<file path="config.mk">
export PLATFORM = sky130hd
export DESIGN_NAME = div_unit_flat
export DESIGN_NICKNAME = d
export VERILOG_FILES = /design/src/rtl/div_unit_if.sv /design/src/rtl/div_unit.sv /design/src/flat_wrapper.sv
export SDC_FILE = /design/constraint.sdc
export NUM_CORES = 1
export LEC_CHECK = 0
export ABC_CLOCK_PERIOD_IN_PS = 3900
export BUFFER_PORTS_ARGS = -buffer_cell sky130_fd_sc_hd__buf_2
export CAP_MARGIN = 20
export CORE_MARGIN = 8
export CORE_UTILIZATION = 40
export DETAILED_ROUTE_END_ITERATION = 10
export PLACE_DENSITY = 0.65
export SYNTH_ARGS = -nofsm -noshare
export SYNTH_HDL_FRONTEND = slang
export SYNTH_SLANG_ARGS = --single-unit
</file>
<file path="constraint.sdc">
create_clock -name clk -period 3.9 [get_ports clk]
set_input_delay 0 -clock clk [delete_from_list [all_inputs] [get_ports clk]]
set_output_delay 0 -clock clk [all_outputs]
set_load 0.005 [all_outputs]
</file>
<file path="src/rtl/div_unit_if.sv">
// Handshake bundle between EX-stage control and the iterative divider.
// The control side uses the master modport and the divider uses the slave modport.
interface div_unit_if #(
    parameter int SIZE = 32
);
    logic            start;
    logic            SIGN;
    logic [SIZE-1:0] A;
    logic [SIZE-1:0] B;
    logic            busy;
    logic            done;
    logic [SIZE-1:0] Q;
    logic [SIZE-1:0] R;
    logic            DZ;

    modport master (output start, SIGN, A, B, input busy, done, Q, R, DZ);
    modport slave  (input start, SIGN, A, B, output busy, done, Q, R, DZ);
endinterface

</file>
<file path="src/rtl/div_unit.sv">
// Iterative restoring divider for MIPS DIV/DIVU. It produces one quotient bit per cycle.
// Latency is fixed at SIZE+1 edges from the start edge to the done pulse.
module div_unit #(
    parameter int SIZE = 32
) (
    input  logic        clk,
    input  logic        rst_n,
    div_unit_if.slave   bus
);
    localparam int CW = $clog2(SIZE);
    localparam logic [CW-1:0] LAST = CW'(SIZE - 1);

    typedef enum logic [1:0] {IDLE, CALC, DONE} state_t;

    state_t          state, state_nxt;
    logic [CW-1:0]   count;
    logic [SIZE-1:0] dvd, dvs, rem, a_raw;
    logic            a_neg, b_neg;
    logic [SIZE-1:0] q_r, r_r;
    logic            dz_r, done_r;

    logic [SIZE:0]   rem_sh;
    logic [SIZE-1:0] rem_diff, rem_next;
    logic            qbit, accept;

    assign accept   = (state == IDLE) && bus.start && !done_r;
    assign rem_sh   = {rem, dvd[SIZE-1]};
    assign qbit     = (rem_sh >= {1'b0, dvs});
    assign rem_diff = SIZE'(rem_sh - {1'b0, dvs});
    assign rem_next = qbit ? rem_diff : rem_sh[SIZE-1:0];

    always_ff @(posedge clk or negedge rst_n) begin
        if (!rst_n) state <= IDLE;
        else        state <= state_nxt;
    end

    always_comb begin
        state_nxt = state;
        case (state)
            IDLE:    if (accept) state_nxt = CALC;
            CALC:    if (count == LAST) state_nxt = DONE;
            DONE:    state_nxt = IDLE;
            default: state_nxt = IDLE;
        endcase
    end

    // Quotient bits shift into dvd as dividend bits shift out. After SIZE steps, dvd holds |Q|.
    always_ff @(posedge clk or negedge rst_n) begin
        if (!rst_n) begin
            count  <= '0;
            dvd    <= '0;
            dvs    <= '0;
            rem    <= '0;
            a_raw  <= '0;
            a_neg  <= 1'b0;
            b_neg  <= 1'b0;
            q_r    <= '0;
            r_r    <= '0;
            dz_r   <= 1'b0;
            done_r <= 1'b0;
        end else begin
            done_r <= 1'b0;
            case (state)
                IDLE: if (accept) begin
                    a_neg <= bus.SIGN & bus.A[SIZE-1];
                    b_neg <= bus.SIGN & bus.B[SIZE-1];
                    a_raw <= bus.A;
                    dvd   <= (bus.SIGN && bus.A[SIZE-1]) ? -bus.A : bus.A;
                    dvs   <= (bus.SIGN && bus.B[SIZE-1]) ? -bus.B : bus.B;
                    rem   <= '0;
                    count <= '0;
                end
                CALC: begin
                    dvd   <= {dvd[SIZE-2:0], qbit};
                    rem   <= rem_next;
                    count <= count + 1'b1;
                end
                DONE: begin
                    done_r <= 1'b1;
                    if (dvs == '0) begin
                        q_r  <= '1;
                        r_r  <= a_raw;
                        dz_r <= 1'b1;
                    end else begin
                        q_r  <= (a_neg ^ b_neg) ? -dvd : dvd;
                        r_r  <= a_neg ? -rem : rem;
                        dz_r <= 1'b0;
                    end
                end
                default: ;
            endcase
        end
    end

    assign bus.busy = (state != IDLE);
    assign bus.done = done_r;
    assign bus.Q    = q_r;
    assign bus.R    = r_r;
    assign bus.DZ   = dz_r;
endmodule
</file>
<file path="src/flat_wrapper.sv">
// flat-port wrapper written by rule: the top's interface ports become plain ports
module div_unit_flat 
#(
    parameter int SIZE = 32
)
  (clk, rst_n, bus_start, bus_SIGN, bus_A, bus_B, bus_busy, bus_done, bus_Q, bus_R, bus_DZ);
  div_unit_if #(.SIZE(SIZE)) bus_i ();
  input  logic clk;
  input  logic rst_n;
  input wire logic [$bits(bus_i.start)-1:0] bus_start;
  input wire logic [$bits(bus_i.SIGN)-1:0] bus_SIGN;
  input wire logic [$bits(bus_i.A)-1:0] bus_A;
  input wire logic [$bits(bus_i.B)-1:0] bus_B;
  output wire logic [$bits(bus_i.busy)-1:0] bus_busy;
  output wire logic [$bits(bus_i.done)-1:0] bus_done;
  output wire logic [$bits(bus_i.Q)-1:0] bus_Q;
  output wire logic [$bits(bus_i.R)-1:0] bus_R;
  output wire logic [$bits(bus_i.DZ)-1:0] bus_DZ;
  assign bus_i.start = bus_start;
  assign bus_i.SIGN = bus_SIGN;
  assign bus_i.A = bus_A;
  assign bus_i.B = bus_B;
  assign bus_busy = bus_i.busy;
  assign bus_done = bus_i.done;
  assign bus_Q = bus_i.Q;
  assign bus_R = bus_i.R;
  assign bus_DZ = bus_i.DZ;
  div_unit #(.SIZE(SIZE)) u_core (.clk(clk), .rst_n(rst_n), .bus(bus_i));
endmodule
</file>
### Word-level counts from Yosys, hierarchy flattened

Cells that the tools add are included.

* bits in registers: 203
* input bits: 68
* output and inout bits: 67
* logic and storage cells: 57

* add/subtract/negate cells: 6
* $lt $le $gt $ge: 1
* equal/unequal tests: 5
* muxes and demuxes: 18
* bitwise logic cells: 3
* reductions and logical operators: 12

Operator list (count)
* 32-bit two-way mux: 9
* 32-bit negation: 4
* 32-bit one-hot mux with 2 select lines: 2
* 33-bit by 32-bit greater-or-equal comparator with 1-bit output: 1
* 32-bit zero test: 1
* 32-bit subtractor: 1
* 5-bit one-hot mux with 2 select lines: 1
* 2-bit AND reduction: 3
* 5-bit by 1-bit adder with 5-bit output (second input constant): 1
* 5-bit == test (second input constant): 1
* 5-bit two-way mux: 1
* 1-bit logical AND: 4
* 2-bit two-way mux: 2
* 2-bit by 1-bit != test with 1-bit output (second input constant): 2
* 2-bit one-hot mux with 2 select lines: 1
* 2-bit nonzero test: 2
* 1-bit bitwise AND: 2
* 2-bit by 1-bit == test with 1-bit output (second input constant): 1
* 2-bit == test (second input constant): 1
* 2-bit zero test: 1
* 1-bit two-way mux: 2
* 1-bit zero test: 1
* 1-bit bitwise XOR: 1

### Logic depth before layout (Yosys ltp)

Gate-level depths: netlist of run 1.

* depth after elaboration: 5
* mapped depth: 14
* mapped depth without buffers: 13

### Worst setup path before layout of run 1

No wires, ideal clock.

* path type: register to register
* start point: reg u_core.dvd[31]
* end point: reg u_core.rem[28]
* library setup time: 132 ps
* arrival: 2836 ps
* required time: 3768 ps
* setup slack: 932 ps
* cell stages (with the launch flop): 14
* path buffers: 0
* clock period less this slack: 2968 ps
* cells stage by stage: dfrtp_1 > inv_1 > ha_1 > inv_1 > fa_1 > a21o_1 > a221oi_1 > o21ba_2 > o31ai_1 > a22o_1 > or2_2 > a31oi_1 > xor2_1 > o211ai_1

* cells in the longest elaborated chain, start to end: 3
* elaborated cells on any way between the ends: 4
* classes of those cells: add/sub (1); order compare (1); mux (2)

Ends and longest elaborated chain
* from (decl): line div_unit.sv:17 `logic [SIZE-1:0] dvd, dvs, rem, a_raw;`
* from (signal assigned): line div_unit.sv:68 `dvd <= (bus.SIGN && bus.A[SIZE-1]) ? -bus.A : bus.A;`
* from (signal assigned): line div_unit.sv:74 `dvd <= {dvd[SIZE-2:0], qbit};`
* 32-bit subtractor / 33-bit by 32-bit greater-or-equal comparator with 1-bit output (equally long branches): line div_unit.sv:29, div_unit.sv:28
* 32-bit two-way mux *: line div_unit.sv:30 `assign rem_next = qbit ? rem_diff : rem_sh[SIZE-1:0];`
* 32-bit one-hot mux with 2 select lines *: line div_unit.sv:63 `case (state)`
* to (signal assigned): line div_unit.sv:75 `rem <= rem_next;`
* to (decl): line div_unit.sv:17

Mark *: on every way between the ends. The rest lies on a longest branch, timed or not.
A chain may end at the register's enable or synchronous reset.

### Final worst setup path of run 1

Ends and elaborated chain as after synthesis.

==> flow_summary.yaml, run 1 <==
setup_path:
  cp_slowest_cell: "a221oi_1"
  r2r_start: "u_core.dvd[31]"
  cp_common_cell: "inv_1"
  start_kind: "register"
  criticalPathCategory: "register to register"
  crit_start: "u_core.dvd[31]"
  max_stage_delay_ps: 440
  crit_chain: "inv_1, ha_1, inv_1, fa_1, a21o_1, a221oi_1, o21ba_2, o31ai_1, a22o_1, or2_2, a31oi_1, xor2_1, o211ai_1"
  crit_fanout: 4
  crit_family: "compound AO/OA/AOI/OAI gates"
  cp_num_buf_inv: 2
  cp.required_ps: 4290
  crit_arrival_ps: 3730
  end_kind: "register"
timing:
  period_needed_ps: 3330
  worst_pin_slew_ps: 1030
  finalClockSkew_ps: 27.3
  hold_slack_ps: 128
  maxSlewViolCount: 0
  hold_viol: 0
  clock.fmax_mhz: 300
  timing.max_slew.rel_slack_pct: 30.7
  final-setup-viol-count: 0
  setup_tns_ps: 0
  fin_crit_sh_pct: 85.5
  grt_setup_unrepaired: "no"
drt:
  vias: 11100
  ant_nets: 0
  avgViaCountPerCell: 5.33
  firstDrtPassIters: 5
  routed_wl_um: 35100
  wl_per_cell_um: 16.9
  drc_errors: 0
  drtIter0Drc: 712
placed_design:
  dpl.hpwl_um: 25400
  gp_congestion: 0.878
  place_area_mm2: 0.0135
  numPortBuffers: 134
synthesis:
  synth_edf_count: 0
  syn_area_mm2: 0.0124
  postSynthNetCount: 1597
  synth-async-reset-ratio_pct: 100
  postSynthCellCount: 1490
  yosys_warnings: 0
  ys_types: 57
  avgSynthCellArea_um2: 8.32
  ys_seq_elements: 203
  synth.yosys.seq_area_share_pct: 41.0
  synthFlopType: "dfrtp_1"
floorplan:
  start_util_pct: 40.5
  core_mm2: 0.0306
  rows: 64
  dieArea_mm2: 0.0369
  die_x_um: 192
  die_y_um: 192
  io_pins: 135
layout:
  fillCellCount: 2926
  syn2layout_area_growth_pct: 21.8
  layout_commonest_cell: "nand2_1"
  antennaDiodeCount: 0
  nNetsFinal: 1773
  final_cell_mix: "nand2_1, dfrtp_1, o21ai_0"
  fin_util_pct: 49.4
  layout-drive-gt1-share_pct: 13.3
  final_area_mm2: 0.0151
global_route:
  antenna_found_initial: 0
  gr-total-overflow: 0
  first_global_vias: 10800
  grt_max_degree: 111
  grtUsageTotal_pct: 18.7
  grt_pass1_wl_um: 57100
pwr:
  total_leakage_power_nw: 6.74
  ir_worst_vdd_mv: 0.435
  p_per_area_mw_per_mm2: 904
  total_power_mw: 13.7
clock_network:
  numCtsBuffers: 24
  cts_buffer_depth: 3
  cts.clk_slew.worst_paths_ps: 60
  cts_tree: "built"
  htreeDepth: 1
  cts.sinks: 203
  post-cts-setup-buffer-count: 0
  clk_latency_ps: 540
  cts_hold_buf: 75
  cts_root_buf: "clkbuf_16"
  post_cts_resized: 0
outcome:
  status: "complete, no violations"
min_path:
  hp-class: "input pin to async pin"
run:
  maxCapViolCount: 0
[worst reg2reg max path, cell delays in order, from the launching register on]
cell      delay (ps)
dfrtp_1          400
inv_1            110
ha_1             170
inv_1             60
fa_1             390
a21o_1           190
a221oi_1         440
o21ba_2          250
o31ai_1          170
a22o_1           230
or2_2            290
a31oi_1          210
xor2_1           180
o211ai_1          90
[cell usage after synthesis (9+ instances only)]
library cell / number / area share (%)
nor4_1: 26 / 1.3
o31ai_1: 23 / 1.4
dfrtp_1: 203 / 41
o21ai_0: 190 / 7.7
inv_1: 53 / 1.6
nor3_1: 12 / 0.48
xor2_1: 84 / 5.9
and3_1: 14 / 0.71
a22oi_1: 29 / 1.8
a21o_1: 9 / 0.55
o41ai_1: 11 / 0.78
or3_1: 10 / 0.50
nand2_1: 234 / 7.1
nand4_1: 9 / 0.45
xnor2_1: 63 / 4.5
nand3_1: 44 / 1.8
mux2i_1: 15 / 1.2
ha_1: 38 / 3.8
clkbuf_1: 77 / 2.3
nor2_1: 113 / 3.4
a21oi_1: 131 / 5.3
[final timing paths]
check	end	slack (ps)	cells past startpoint
min in group clk	u_core.a_raw[29]	210	5
setup / recovery	u_core.rem[28]	570	13
hold / removal	u_core.dvd[27]	130	2
setup reg to reg	u_core.rem[28]	570	13
max in group asynchronous	u_core.dvd[1]	2700	3
hold reg to reg	u_core.bus.Q[26]	470	2
[layout make-up]
cell class	instances	area, um2	share of cell area, %
Tap cell	396	495	3.28
Clock buffer	32	691	4.57
Inverter	53	199	1.32
Multi-Input combinational cell	1150	6830	45.3
Timing Repair Buffer	234	1630	10.8
Clock inverter	11	171	1.14
Sequential cell	203	5080	33.6
[per-layer routing]
layer / vias to the layer above / global-route usage, % / wire (um)
li1: 5559 / - / -
met1: 5220 / 26.0 / 16500
met2: 261 / 30.8 / 16300
met3: 47 / 2.12 / 1580
met4: 0 / 4.32 / 759
met5: - / 0 / 0
[state kept, by name, summed over array words and instances (netlist names)]
register and cells:
u_core.bus.Q 32, u_core.a_neg 1, u_core.dvs 32, u_core.bus.done 1
u_core.dvd 32, u_core.state 2, u_core.a_raw 32, u_core.b_neg 1
u_core.bus.R 32, u_core.rem 32, u_core.bus.DZ 1, u_core.count 5
[kinds of logic (layout without fill, tap and decap cells)]
logic type,count (synthesis),after routing,share of synthesized area [%]
AND/OR/NAND/NOR,510,510,18.8
XOR/XNOR,147,147,10.4
adder cells (fa/ha/maj),39,39,4.00
AO/OA/AOI/OAI,439,439,20.5
flip-flops,203,203,41.0
multiplexers,15,15,1.21
buffers and inverters,137,330,4.15
[through the flow]
stage | instances | setup WS (ps)
2_1_floorplan | 1490 | 932
3_3_place_gp | 1961 | 665
3_5_place_dp | 1961 | 586
4_1_cts | 2079 | 570
5_1_grt | 2079 | 339
6_report | 2079 | 567
[power by group]
part | total, mW | switching, mW | leakage, nW | internal (mW)
combinational | 7.23 | 4.15 | 3.87 | 3.08
clock | 2.42 | 0.911 | 0.421 | 1.51
sequential | 4.01 | 1.01 | 2.44 | 3.00
Note: power is estimated with default switching activity, not from simulation.
==> run 2: changes to the inputs <==
--- a/config.mk
+++ b/config.mk
@@ -9,9 +9,10 @@
 export BUFFER_PORTS_ARGS = -buffer_cell sky130_fd_sc_hd__buf_2
 export CAP_MARGIN = 20
 export CORE_MARGIN = 8
-export CORE_UTILIZATION = 40
+export CORE_UTILIZATION = 60
 export DETAILED_ROUTE_END_ITERATION = 10
-export PLACE_DENSITY = 0.65
+export PLACE_DENSITY = 0.88
+export SLEW_MARGIN = 25
 export SYNTH_ARGS = -nofsm -noshare
 export SYNTH_HDL_FRONTEND = slang
 export SYNTH_SLANG_ARGS = --single-unit
==> flow_summary.yaml, run 2 (synthesis gave the netlist of run 1 again) <==
drt:
  firstDrtPassIters: 6
  wl_per_cell_um: 18.8
  m1WireLength_um: 14900
  drtIter0Drc: 1234
  wl_met3_um: 2780
  top_layer: "met4"
  drc_errors: 0
  avgViaCountPerCell: 6.12
  dr_wl_met2_um: 17100
  ant_nets: 0
  routed_wl_um: 36500
  vias: 11900
min_path:
  hp-class: "input pin to register"
  hold_depth: 3
setup_path:
  cp-endpoint: "u_core.dvs[29]"
  crit_chain: "dlygate4sd3_1, buf_2, nor4_1, nor2b_1, nand3_1, nor4_1, nand2_1, or2_2, o41ai_1, xor2_1, dlygate4sd3_1, o21ai_0"
  crit_cells: 12
  crit_family: "simple AND/OR/NAND/NOR gates"
  cp_slowest_cell: "nor4_1"
  start_kind: "input pin"
  cp_num_buf_inv: 3
  crit_arrival_ps: 3890
  rrSetupSlack_ps: 540
  max_stage_delay_ps: 670
  criticalPathCategory: "input pin to register"
  crit_start: "bus_B[6]"
  cp.required_ps: 4270
  crit_fanout: 5
  r2r_start: "u_core.dvd[4]"
  end_kind: "register"
  timing.rr.end: "u_core.bus.Q[31]"
  r2r_cells: 9
floorplan:
  start_util_pct: 61.2
  core_mm2: 0.0202
  die_y_um: 160
  die_x_um: 160
  rows: 52
  dieArea_mm2: 0.0255
  io_pins: 135
timing:
  grt_setup_unrepaired: "no"
  finalClockSkew_ps: 8.24
  period_needed_ps: 3520
  setup_tns_ps: 0
  clock.fmax_mhz: 284
  final-setup-viol-count: 0
  hold_slack_ps: 85.0
  worst_slack_ps: 378
  maxSlewViolCount: 0
  hold_viol: 0
  fin_crit_sh_pct: 90.3
  timing.max_slew.rel_slack_pct: 35.3
  worst_pin_slew_ps: 968
clock_network:
  cts_tree: "built"
  cts_buffer_depth: 3
  numCtsBuffers: 22
  post_cts_resized: 0
  cts_root_buf: "clkbuf_16"
  cts.sinks: 203
  htreeDepth: 1
  clk_latency_ps: 510
  cts.clk_slew.worst_paths_ps: 60
  post-cts-setup-buffer-count: 0
global_route:
  gr-total-overflow: 0
  grt_pass1_wl_um: 59200
  grtUsageTotal_pct: 27.8
  grt_max_degree: 108
  first_global_vias: 11600
  antenna_found_initial: 1
layout:
  fillCellCount: 1476
  syn2layout_area_growth_pct: 19.1
  nNetsFinal: 1767
  seqCellArea_mm2: 0.00508
  final_cell_mix: "nand2_1, dfrtp_1, o21ai_0"
  final_area_mm2: 0.0148
  instances_no_fill: 1944
  multi_input_area_mm2: 0.00683
  layout_commonest_cell: "nand2_1"
  layout-drive-gt1-share_pct: 12.7
placed_design:
  dpl.hpwl_um: 24100
  place_area_mm2: 0.0133
  numPortBuffers: 134
  gp_congestion: 0.922
  place_inst: 1833
  pre_cts_ws_ps: 632
outcome:
  status: "complete, no violations"
pwr:
  ir_worst_vdd_mv: 0.435
  total_leakage_power_nw: 6.65
  p_per_area_mw_per_mm2: 909
run:
  maxCapViolCount: 0
run 2: cell count changes in the layout (fill, tap and decap cells not counted), sizes merged:
cell and change:
bufinv -3, clkbuf +3, dlygate4sd3 -2, clkinvlp -2, diode +1, buf -2, clkinv -4
run 2: report_power, final:
| part | switching (mW) | leakage [nW] | internal, mW | total (mW) |
|---|---|---|---|---|
| logic | 4.23 | 3.85 | 3.07 | 7.30 |
| registers | 1.03 | 2.44 | 3.00 | 4.03 |
| clock network | 0.842 | 0.352 | 1.25 | 2.09 |
| total | 6.10 | 6.65 | 7.32 | 13.4 |
run 2: area by class of cell:
class                           instances  share of cell area (%)
Clock inverter                          2                   0.237
Tap cell                              270                    2.29
Multi-Input combinational cell       1150                    46.3
Sequential cell                       203                    34.4
Timing Repair Buffer                  230                    10.8
Clock buffer                           35                    4.61
Inverter                               53                    1.35
Antenna cell                            1                  0.0170
run 2: how the worst min path moves through the flow:
stage,startpoint,to,slack (ps)
finish,bus_SIGN,u_core.dvd[31],80
global placement,rst_n,u_core.dvs[31],160
detailed placement,rst_n,u_core.dvs[31],160
floorplan,rst_n,u_core.a_neg,-300
global route,bus_SIGN,u_core.dvd[31],50
CTS,bus_SIGN,u_core.dvd[31],30
run 2: timing repair:
action                     in CTS  in global routing
hold buffers                   73                  0
setup endpoints to repair       0                  0
hold endpoints to repair      199                  0
run 2: per-stage QoR:
stage	utilization, %	power (mW)
detailed placement	65.8	11.0
CTS	72.9	13.2
floorplan	-	9.13
finish	73.0	13.4
global placement	65.8	10.8
global route	73.0	14.5
run 2: worst register-to-register path: cells and delay by family, from the launching register on:
| kind | cells | cell delay (ps) |
|---|---|---|
| DFF | 1 | 440 |
| and+or+nand+nor | 6 | 2110 |
| AOI/OAI and AO/OA | 2 | 480 |
| xor gates and xnor gates | 1 | 230 |
run 2: routing by layer:
| layer | vias up | global-route usage, % |
|---|---|---|
| li1 | 5535 | - |
| met1 | 5599 | 34.4 |
| met2 | 617 | 45.9 |
| met3 | 143 | 4.86 |
| met4 | 0 | 14.3 |
| met5 | - | 0 |
